===== src/rtl/dm_arbiter_pkg.sv =====
// Shared widths and payload types for the data-memory arbiter, its memory and the MEM stage.
package dm_arbiter_pkg;

  localparam int unsigned ADDR_W           = 7;
  localparam int unsigned DATA_W           = 32;
  localparam int unsigned CNT_W            = 3;
  localparam int unsigned STARVE_LIMIT_DEF = 4;

  // One data-memory access request as seen by the memory port.
  typedef struct packed {
    logic              rd;
    logic              wr;
    logic [ADDR_W-1:0] addr;
    logic [DATA_W-1:0] wdata;
  } mem_cmd_t;

endpackage


===== src/rtl/dm_arbiter_if.sv =====
// CPU, DMA and data-memory signals of the arbiter, bundled for port connection.
interface dm_arbiter_if
  import dm_arbiter_pkg::*;
();

  logic              cpu_rd;
  logic              cpu_wr;
  logic [ADDR_W-1:0] cpu_addr;
  logic [DATA_W-1:0] cpu_wdata;
  logic [DATA_W-1:0] cpu_rdata;
  logic              cpu_stall;

  logic              dma_req;
  logic              dma_we;
  logic [ADDR_W-1:0] dma_addr;
  logic [DATA_W-1:0] dma_wdata;
  logic              dma_gnt;
  logic              dma_rvalid;
  logic [DATA_W-1:0] dma_rdata;

  logic [ADDR_W-1:0] dm_addr;
  logic              dm_rd;
  logic              dm_wr;
  logic [DATA_W-1:0] dm_wdata;
  logic [DATA_W-1:0] dm_rdata;

  // Arbiter side.
  modport slave (
    input  cpu_rd, cpu_wr, cpu_addr, cpu_wdata,
    output cpu_rdata, cpu_stall,
    input  dma_req, dma_we, dma_addr, dma_wdata,
    output dma_gnt, dma_rvalid, dma_rdata,
    output dm_addr, dm_rd, dm_wr, dm_wdata,
    input  dm_rdata
  );

  // Requester / memory side.
  modport master (
    output cpu_rd, cpu_wr, cpu_addr, cpu_wdata,
    input  cpu_rdata, cpu_stall,
    output dma_req, dma_we, dma_addr, dma_wdata,
    input  dma_gnt, dma_rvalid, dma_rdata,
    input  dm_addr, dm_rd, dm_wr, dm_wdata,
    output dm_rdata
  );

endinterface


===== src/rtl/dm_arbiter.sv =====
// Single-port data-memory arbiter: CPU has priority, DMA is force-granted one
// cycle after STARVE_LIMIT consecutive contended cycles.
module dm_arbiter
  import dm_arbiter_pkg::*;
#(
  parameter int unsigned STARVE_LIMIT = STARVE_LIMIT_DEF
) (
  input  logic          clk,
  input  logic          reset,
  dm_arbiter_if.slave   bus
);

  logic [CNT_W-1:0]  wait_cnt;
  logic [CNT_W-1:0]  wait_cnt_nxt;
  logic              dma_rvalid_q;
  logic              dma_rvalid_nxt;
  logic [DATA_W-1:0] dma_rdata_q;
  logic [DATA_W-1:0] dma_rdata_nxt;

  logic              cpu_act;
  logic              starved;
  logic              dma_sel;
  mem_cmd_t          cpu_cmd;
  mem_cmd_t          dma_cmd;
  mem_cmd_t          dm_cmd;

  // Port selection, memory drive and next state of the wait counter / read return.
  always_comb begin
    cpu_act        = bus.cpu_rd | bus.cpu_wr;
    starved        = (wait_cnt == CNT_W'(STARVE_LIMIT));
    dma_sel        = bus.dma_req & (~cpu_act | starved) & ~reset;

    // Dual strobe from the CPU resolves to a write.
    cpu_cmd.rd     = bus.cpu_rd & ~bus.cpu_wr;
    cpu_cmd.wr     = bus.cpu_wr;
    cpu_cmd.addr   = bus.cpu_addr;
    cpu_cmd.wdata  = bus.cpu_wdata;

    dma_cmd.rd     = ~bus.dma_we;
    dma_cmd.wr     = bus.dma_we;
    dma_cmd.addr   = bus.dma_addr;
    dma_cmd.wdata  = bus.dma_wdata;

    dm_cmd         = dma_sel ? dma_cmd : cpu_cmd;

    bus.dm_addr    = dm_cmd.addr;
    bus.dm_wdata   = dm_cmd.wdata;
    bus.dm_rd      = dm_cmd.rd & ~reset;
    bus.dm_wr      = dm_cmd.wr & ~reset;

    bus.dma_gnt    = dma_sel;
    bus.cpu_stall  = cpu_act & dma_sel;
    bus.cpu_rdata  = dma_sel ? '0 : bus.dm_rdata;

    bus.dma_rvalid = dma_rvalid_q;
    bus.dma_rdata  = dma_rdata_q;

    // Counter tracks consecutive refused DMA cycles; any grant or idle DMA clears it.
    wait_cnt_nxt   = wait_cnt;
    if (dma_sel || !bus.dma_req) begin
      wait_cnt_nxt = '0;
    end else if (!starved) begin
      wait_cnt_nxt = wait_cnt + CNT_W'(1);
    end

    dma_rvalid_nxt = dma_sel & ~bus.dma_we;
    dma_rdata_nxt  = dma_rvalid_nxt ? bus.dm_rdata : dma_rdata_q;
  end

  // State registers; reset also drops any DMA read granted in the same cycle.
  always_ff @(posedge clk) begin
    if (reset) begin
      wait_cnt     <= '0;
      dma_rvalid_q <= 1'b0;
      dma_rdata_q  <= '0;
    end else begin
      wait_cnt     <= wait_cnt_nxt;
      dma_rvalid_q <= dma_rvalid_nxt;
      dma_rdata_q  <= dma_rdata_nxt;
    end
  end

endmodule


===== src/flat_wrapper.sv =====
// flat-port wrapper written by rule: the top's interface ports become plain ports
module dm_arbiter_flat import dm_arbiter_pkg::*;
#(
  parameter int unsigned STARVE_LIMIT = STARVE_LIMIT_DEF
)
  (clk, reset, bus_cpu_rd, bus_cpu_wr, bus_cpu_addr, bus_cpu_wdata, bus_cpu_rdata, bus_cpu_stall, bus_dma_req, bus_dma_we, bus_dma_addr, bus_dma_wdata, bus_dma_gnt, bus_dma_rvalid, bus_dma_rdata, bus_dm_addr, bus_dm_rd, bus_dm_wr, bus_dm_wdata, bus_dm_rdata);
  dm_arbiter_if bus_i ();
  input  logic clk;
  input  logic reset;
  input wire logic [$bits(bus_i.cpu_rd)-1:0] bus_cpu_rd;
  input wire logic [$bits(bus_i.cpu_wr)-1:0] bus_cpu_wr;
  input wire logic [$bits(bus_i.cpu_addr)-1:0] bus_cpu_addr;
  input wire logic [$bits(bus_i.cpu_wdata)-1:0] bus_cpu_wdata;
  output wire logic [$bits(bus_i.cpu_rdata)-1:0] bus_cpu_rdata;
  output wire logic [$bits(bus_i.cpu_stall)-1:0] bus_cpu_stall;
  input wire logic [$bits(bus_i.dma_req)-1:0] bus_dma_req;
  input wire logic [$bits(bus_i.dma_we)-1:0] bus_dma_we;
  input wire logic [$bits(bus_i.dma_addr)-1:0] bus_dma_addr;
  input wire logic [$bits(bus_i.dma_wdata)-1:0] bus_dma_wdata;
  output wire logic [$bits(bus_i.dma_gnt)-1:0] bus_dma_gnt;
  output wire logic [$bits(bus_i.dma_rvalid)-1:0] bus_dma_rvalid;
  output wire logic [$bits(bus_i.dma_rdata)-1:0] bus_dma_rdata;
  output wire logic [$bits(bus_i.dm_addr)-1:0] bus_dm_addr;
  output wire logic [$bits(bus_i.dm_rd)-1:0] bus_dm_rd;
  output wire logic [$bits(bus_i.dm_wr)-1:0] bus_dm_wr;
  output wire logic [$bits(bus_i.dm_wdata)-1:0] bus_dm_wdata;
  input wire logic [$bits(bus_i.dm_rdata)-1:0] bus_dm_rdata;
  assign bus_i.cpu_rd = bus_cpu_rd;
  assign bus_i.cpu_wr = bus_cpu_wr;
  assign bus_i.cpu_addr = bus_cpu_addr;
  assign bus_i.cpu_wdata = bus_cpu_wdata;
  assign bus_cpu_rdata = bus_i.cpu_rdata;
  assign bus_cpu_stall = bus_i.cpu_stall;
  assign bus_i.dma_req = bus_dma_req;
  assign bus_i.dma_we = bus_dma_we;
  assign bus_i.dma_addr = bus_dma_addr;
  assign bus_i.dma_wdata = bus_dma_wdata;
  assign bus_dma_gnt = bus_i.dma_gnt;
  assign bus_dma_rvalid = bus_i.dma_rvalid;
  assign bus_dma_rdata = bus_i.dma_rdata;
  assign bus_dm_addr = bus_i.dm_addr;
  assign bus_dm_rd = bus_i.dm_rd;
  assign bus_dm_wr = bus_i.dm_wr;
  assign bus_dm_wdata = bus_i.dm_wdata;
  assign bus_i.dm_rdata = bus_dm_rdata;
  dm_arbiter #(.STARVE_LIMIT(STARVE_LIMIT)) u_core (.clk(clk), .reset(reset), .bus(bus_i));
endmodule

===== config.mk =====
export PLATFORM = sky130hd
export DESIGN_NAME = dm_arbiter_flat
export DESIGN_NICKNAME = d
export VERILOG_FILES = /design/src/rtl/dm_arbiter_pkg.sv /design/src/rtl/dm_arbiter_if.sv /design/src/rtl/dm_arbiter.sv /design/src/flat_wrapper.sv
export SDC_FILE = /design/constraint.sdc
export NUM_CORES = 1
export LEC_CHECK = 0
export CORE_MARGIN = 2
export CORE_UTILIZATION = 32
export CTS_CLUSTER_SIZE = 8
export DETAILED_ROUTE_END_ITERATION = 10
export GPL_TIMING_DRIVEN = 0
export PLACE_DENSITY = 0.95
export SLEW_MARGIN = 15
export SYNTH_ARGS = -nofsm -noshare
export SYNTH_HDL_FRONTEND = slang
export SYNTH_SLANG_ARGS = --single-unit
export TNS_END_PERCENT = 100

===== constraint.sdc =====
create_clock -name clk -period 2.55 [get_ports clk]
set_clock_uncertainty 0.15 [all_clocks]
set_input_delay 0.255 -clock clk [delete_from_list [all_inputs] [get_ports clk]]
set_output_delay 0.255 -clock clk [all_outputs]
set_load 0.01 [all_outputs]

# After elaboration in Yosys (flattened, before gate mapping)
# Cells that the tools add are included.
[totals] ff_bits=36 inputBits=116 output_inout_bits=108 word_cells=23
[classes] add_sub_neg=1 n_eq_ne=1 n_mux=2 bitwise_logic=13 reduce_logical=3
[op_table] op="two-way mux 41 bit" n=1
[op_table] op="two-way mux 32 bit" n=1
[op_table] op="bitwise AND 1 bit" n=7
[op_table] op="NOT 1 bit" n=4
[op_table] op="adder 3 x 1 -> 3 bit, second input constant" n=1
[op_table] op="== test 3 bit, second input constant" n=1
[op_table] op="bitwise OR 1 bit" n=2
[op_table] op="OR reduction 2 bit" n=1
[op_table] op="zero test 1 bit" n=1
[op_table] op="logical OR 1 bit" n=1

# Depth between registers and ports, before layout
[depth] ltp_word=7 ltp_mapped=7 mapped_depth_nobuf=5

# Worst setup path after synthesis
# OpenSTA, ideal clock, no wires.
[synth_path] path_type="flip-flop to output port" startpoint="register u_core.wait_cnt[0]" endpoint="output bus_dm_addr[3]" t_arrival_ns=1.521 required_ns=2.145 setup_slack_ns=0.624 stages_incl_launch_ff=8 n_path_buf=2 cell_sequence="dfxtp_1 > inv_1 > ha_1 > o2bb2ai_4 > nand2_2 > buf_6 > buf_2 > mux2_1"
[synth_via] elab_chain_cells=5
[synth_rtl] item="start: declaration" line="dm_arbiter.sv:13" rtl="logic [CNT_W-1:0] wait_cnt;"
[synth_rtl] item="start signal: assignment" line="dm_arbiter.sv:77" rtl="wait_cnt <= wait_cnt_nxt;"
[synth_rtl] item="== test 3 bit" line="dm_arbiter.sv:30" rtl="starved = (wait_cnt == CNT_W'(STARVE_LIMIT));"
[synth_rtl] item="bitwise OR 1 bit" line="dm_arbiter.sv:31" rtl="dma_sel = bus.dma_req & (~cpu_act | starved) & ~reset;"
[synth_rtl] item="bitwise AND 1 bit (2 in series)" line="dm_arbiter.sv:31"
[synth_rtl] item="two-way mux 41 bit" line="dm_arbiter.sv:44" rtl="dm_cmd = dma_sel ? dma_cmd : cpu_cmd;"
[synth_rtl] item="end: declaration" line="flat_wrapper.sv:23" rtl="output wire logic [$bits(bus_i.dm_addr)-1:0] bus_dm_addr;"
# Every way passes these cells.

# Final worst setup path
[layout_path] startpoint="input bus_dma_req" endpoint="output bus_dm_addr[0]"
[layout_via] elab_chain_cells=3
[layout_rtl] item="start: declaration" line="flat_wrapper.sv:16" rtl="input wire logic [$bits(bus_i.dma_req)-1:0] bus_dma_req;"
[layout_rtl] item="bitwise AND 1 bit (2 in series)" line="dm_arbiter.sv:31"
[layout_rtl] item="two-way mux 41 bit" line="dm_arbiter.sv:44"
# Every way passes these cells.

==> flow_summary.json <==
{
  "grt_max_degree": 13,
  "syn2layout_area_growth_pct": 113,
  "io_pins": 224,
  "critPathArrivalTime_ns": 2.11,
  "yosysSeqAreaShare": 0.324,
  "clkLatencyLatePin_ns": 0.28,
  "htree_levels": 2,
  "status": "finished clean",
  "synth_cells": 255,
  "dpl.hpwl_um": 8220,
  "syn_area_um2": 2230,
  "slew_headroom": 0.695,
  "grtUsageTotal": 0.249,
  "die_h_um": 87.4,
  "final_area_um2": 4740,
  "hold_path_end": "u_core.wait_cnt[0]",
  "grt_pass1_wl_um": 14800,
  "cts_buffer_depth": 2,
  "leakagePower_nw": 2.12,
  "critPathCaptureType": "primary output",
  "setup_viol": 0,
  "dr_total_vias": 2891,
  "cpMaxStageDelayCell": "clkdlybuf4s50_1",
  "syn-mean-instance-area_um2": 8.73,
  "synth_nets": 373,
  "drive_gt1_frac": 0.0900,
  "start_util": 0.329,
  "cts_root_buf": "clkbuf_8",
  "async_reset_ff_frac": 0,
  "clkSlewWorstSetupHoldPaths_ns": 0.07,
  "drt_iter0_drc": 75,
  "cts_made_buffers": 5,
  "vdd_drop_max_v": 0.000315,
  "clkSinkCount": 36,
  "ant_nets": 0,
  "coreArea_um2": 6760,
  "grt_pass1_vias": 2955,
  "cp_max_fo": 10,
  "drc": 0,
  "dieArea_um2": 7640,
  "worst_pin_slew_ns": 0.458,
  "utilization": 0.702,
  "dp_slack_ns": -0.433,
  "synthDistinctLibCells": 22,
  "drv_cap": 0,
  "r2r-end": "u_core.bus.dma_rdata[15]",
  "min_path_type": "reg -> reg",
  "ys_warn_count": 0,
  "r2r_slack_ns": 0.79,
  "n_antenna_cell": 0,
  "worstReg2RegStart": "u_core.wait_cnt[0]",
  "antenna_found_initial": 0,
  "critical_path_class": "in -> out",
  "startpoint_type": "input pin",
  "maxSlewViolCount": 0,
  "grt_setup_unrepaired": "true",
  "reg2reg_depth": 7,
  "num_rows": 30,
  "powerDensity_nw_per_um2": 319,
  "finalCritPeriodShare": 0.985,
  "routed_wl_um": 10000,
  "holdCritStartpoint": "u_core.wait_cnt[0]",
  "cts_tree": "done",
  "crit_path_start": "bus_dma_req",
  "die-width_um": 87.4,
  "ys_ff_latch": 36,
  "slowest_delay_ns": 0.50,
  "min_path_cells": 1,
  "clock.fmax_mhz": 398,
  "cp.required_ns": 2.14,
  "firstDrtPassIters": 4,
  "synth_edf_count": 0,
  "cp_cell_sequence": "clkdlybuf4s50_1 > nor2b_2 > nand2_4 > buf_12 > buf_8 > mux2_1 > dlygate4sd2_1",
  "synth-main-ff-cell": "dfxtp_1",
  "routed_via_density": 5.08,
  "wl_per_cell_um": 17.6,
  "grt_remaining_overflow": 0,
  "hold_viol_final": 0,
  "setup_ws_ns": 0.0394,
  "finalCriticalPeriod_ns": 2.51,
  "place.gp.congestion": 0.774,
  "nets": 606,
  "ctsHoldBuffers": 0,
  "dpl_cell_area_um2": 4550,
  "io_buffers": 222
}
==> state kept, by name (all words and copies together), names as in the netlist <==
register / cells
u_core.bus.dma_rdata: 32
u_core.bus.dma_rvalid: 1
u_core.wait_cnt: 3
==> how the worst max path moves through the flow <==
stage                                   to  slack (ns)  cells past startpoint
after detailed placement  bus_cpu_rdata[4]       -0.43                      7
after CTS                  bus_dm_wdata[7]       -0.15                      7
after global routing        bus_dm_addr[2]       -0.01                      7
after floorplan             bus_dm_addr[3]        0.62                      7
after global placement    bus_cpu_rdata[7]       -0.38                      7
final                       bus_dm_addr[0]        0.04                      7
==> final cells by class <==
| cell class | count | area, µm² |
|---|---|---|
| Clock buffer | 5 | 68.8 |
| Multi-Input combinational cell | 187 | 1390 |
| Clock inverter | 3 | 18.8 |
| Tap cell | 80 | 100 |
| Fill cell | 550 | 2010 |
| Inverter | 5 | 18.8 |
| Sequential cell | 36 | 722 |
| Timing Repair Buffer | 226 | 2230 |
| Buffer | 27 | 199 |
==> kinds of logic after synthesis <==
logic type | share of synthesized area
xor+xnor | 0.00394
buf+inv | 0.0652
fa+ha+maj | 0.0112
compound gates | 0.153
flops | 0.324
mux | 0.197
simple gates | 0.246
==> cells in the final DEF, fill, tap and decap left out, types with 3 or more instances in the layout <==
cell type,netlist,layout
mux2_2,15,15
nor2_1,6,6
inv_1,5,5
buf_8,0,3
nand2_1,34,34
clkbuf_1,22,17
mux2_1,24,24
clkbuf_8,0,6
dlymetal6s2s_1,0,15
dfxtp_1,36,35
nand3_1,33,33
o311ai_0,32,32
dlygate4sd2_1,0,51
clkdlybuf4s50_1,0,155
and2_1,32,32
buf_4,0,4
==> worst max-delay path: cells and delay by family <==
kind	cells	cell delay [ns]
mux	1	0.32
simple gates	2	0.41
buf+inv	4	1.11
==> repair_timing <==
item                       in CTS  in global routing
pin swaps                       0                  1
setup buffers                   2                  2
setup endpoints to repair      75                 47
gates resized for setup        66                 35
cloned                          0                  0
==> cell usage after synthesis, types with 2 or more instances <==
cell type  instances  area [µm²]
clkbuf_1          22        82.6
dfxtp_1           36         721
mux2_2            15         169
nor2_1             6        22.5
buf_2              2        10.0
mux2_1            24         270
nand3_1           33         165
ha_1               2        25.0
nand2_1           34         128
inv_1              5        18.8
and2_1            32         200
buf_6              3        33.8
o311ai_0          32         280
==> per-layer routing <==
metal / part of all wire / GRT usage / vias up
met5: 0 / 0 / -
met4: 0.040 / 0.119 / 0
met3: 0.083 / 0.0711 / 28
met2: 0.52 / 0.468 / 145
met1: 0.35 / 0.249 / 1322
li1: - / - / 1396
==> power breakdown <==
part	switching, mW	internal (mW)
sequential	0.00666	0.575
clock	0.205	0.190
combinational	0.206	0.328
total	0.418	1.09
==> stage by stage <==
stage                     power, mW  setup TNS, ns  hold WS (ns)  instances
after detailed placement       1.15         -15.13         0.291        557
after global routing           1.59        -0.0373         0.282        569
after floorplan               0.767              0         0.228        255
after global placement         1.14         -13.23         0.279        557
final                          1.51              0         0.268        569
after CTS                      1.52          -2.50         0.306        567
(Power assumes the default switching activity.)
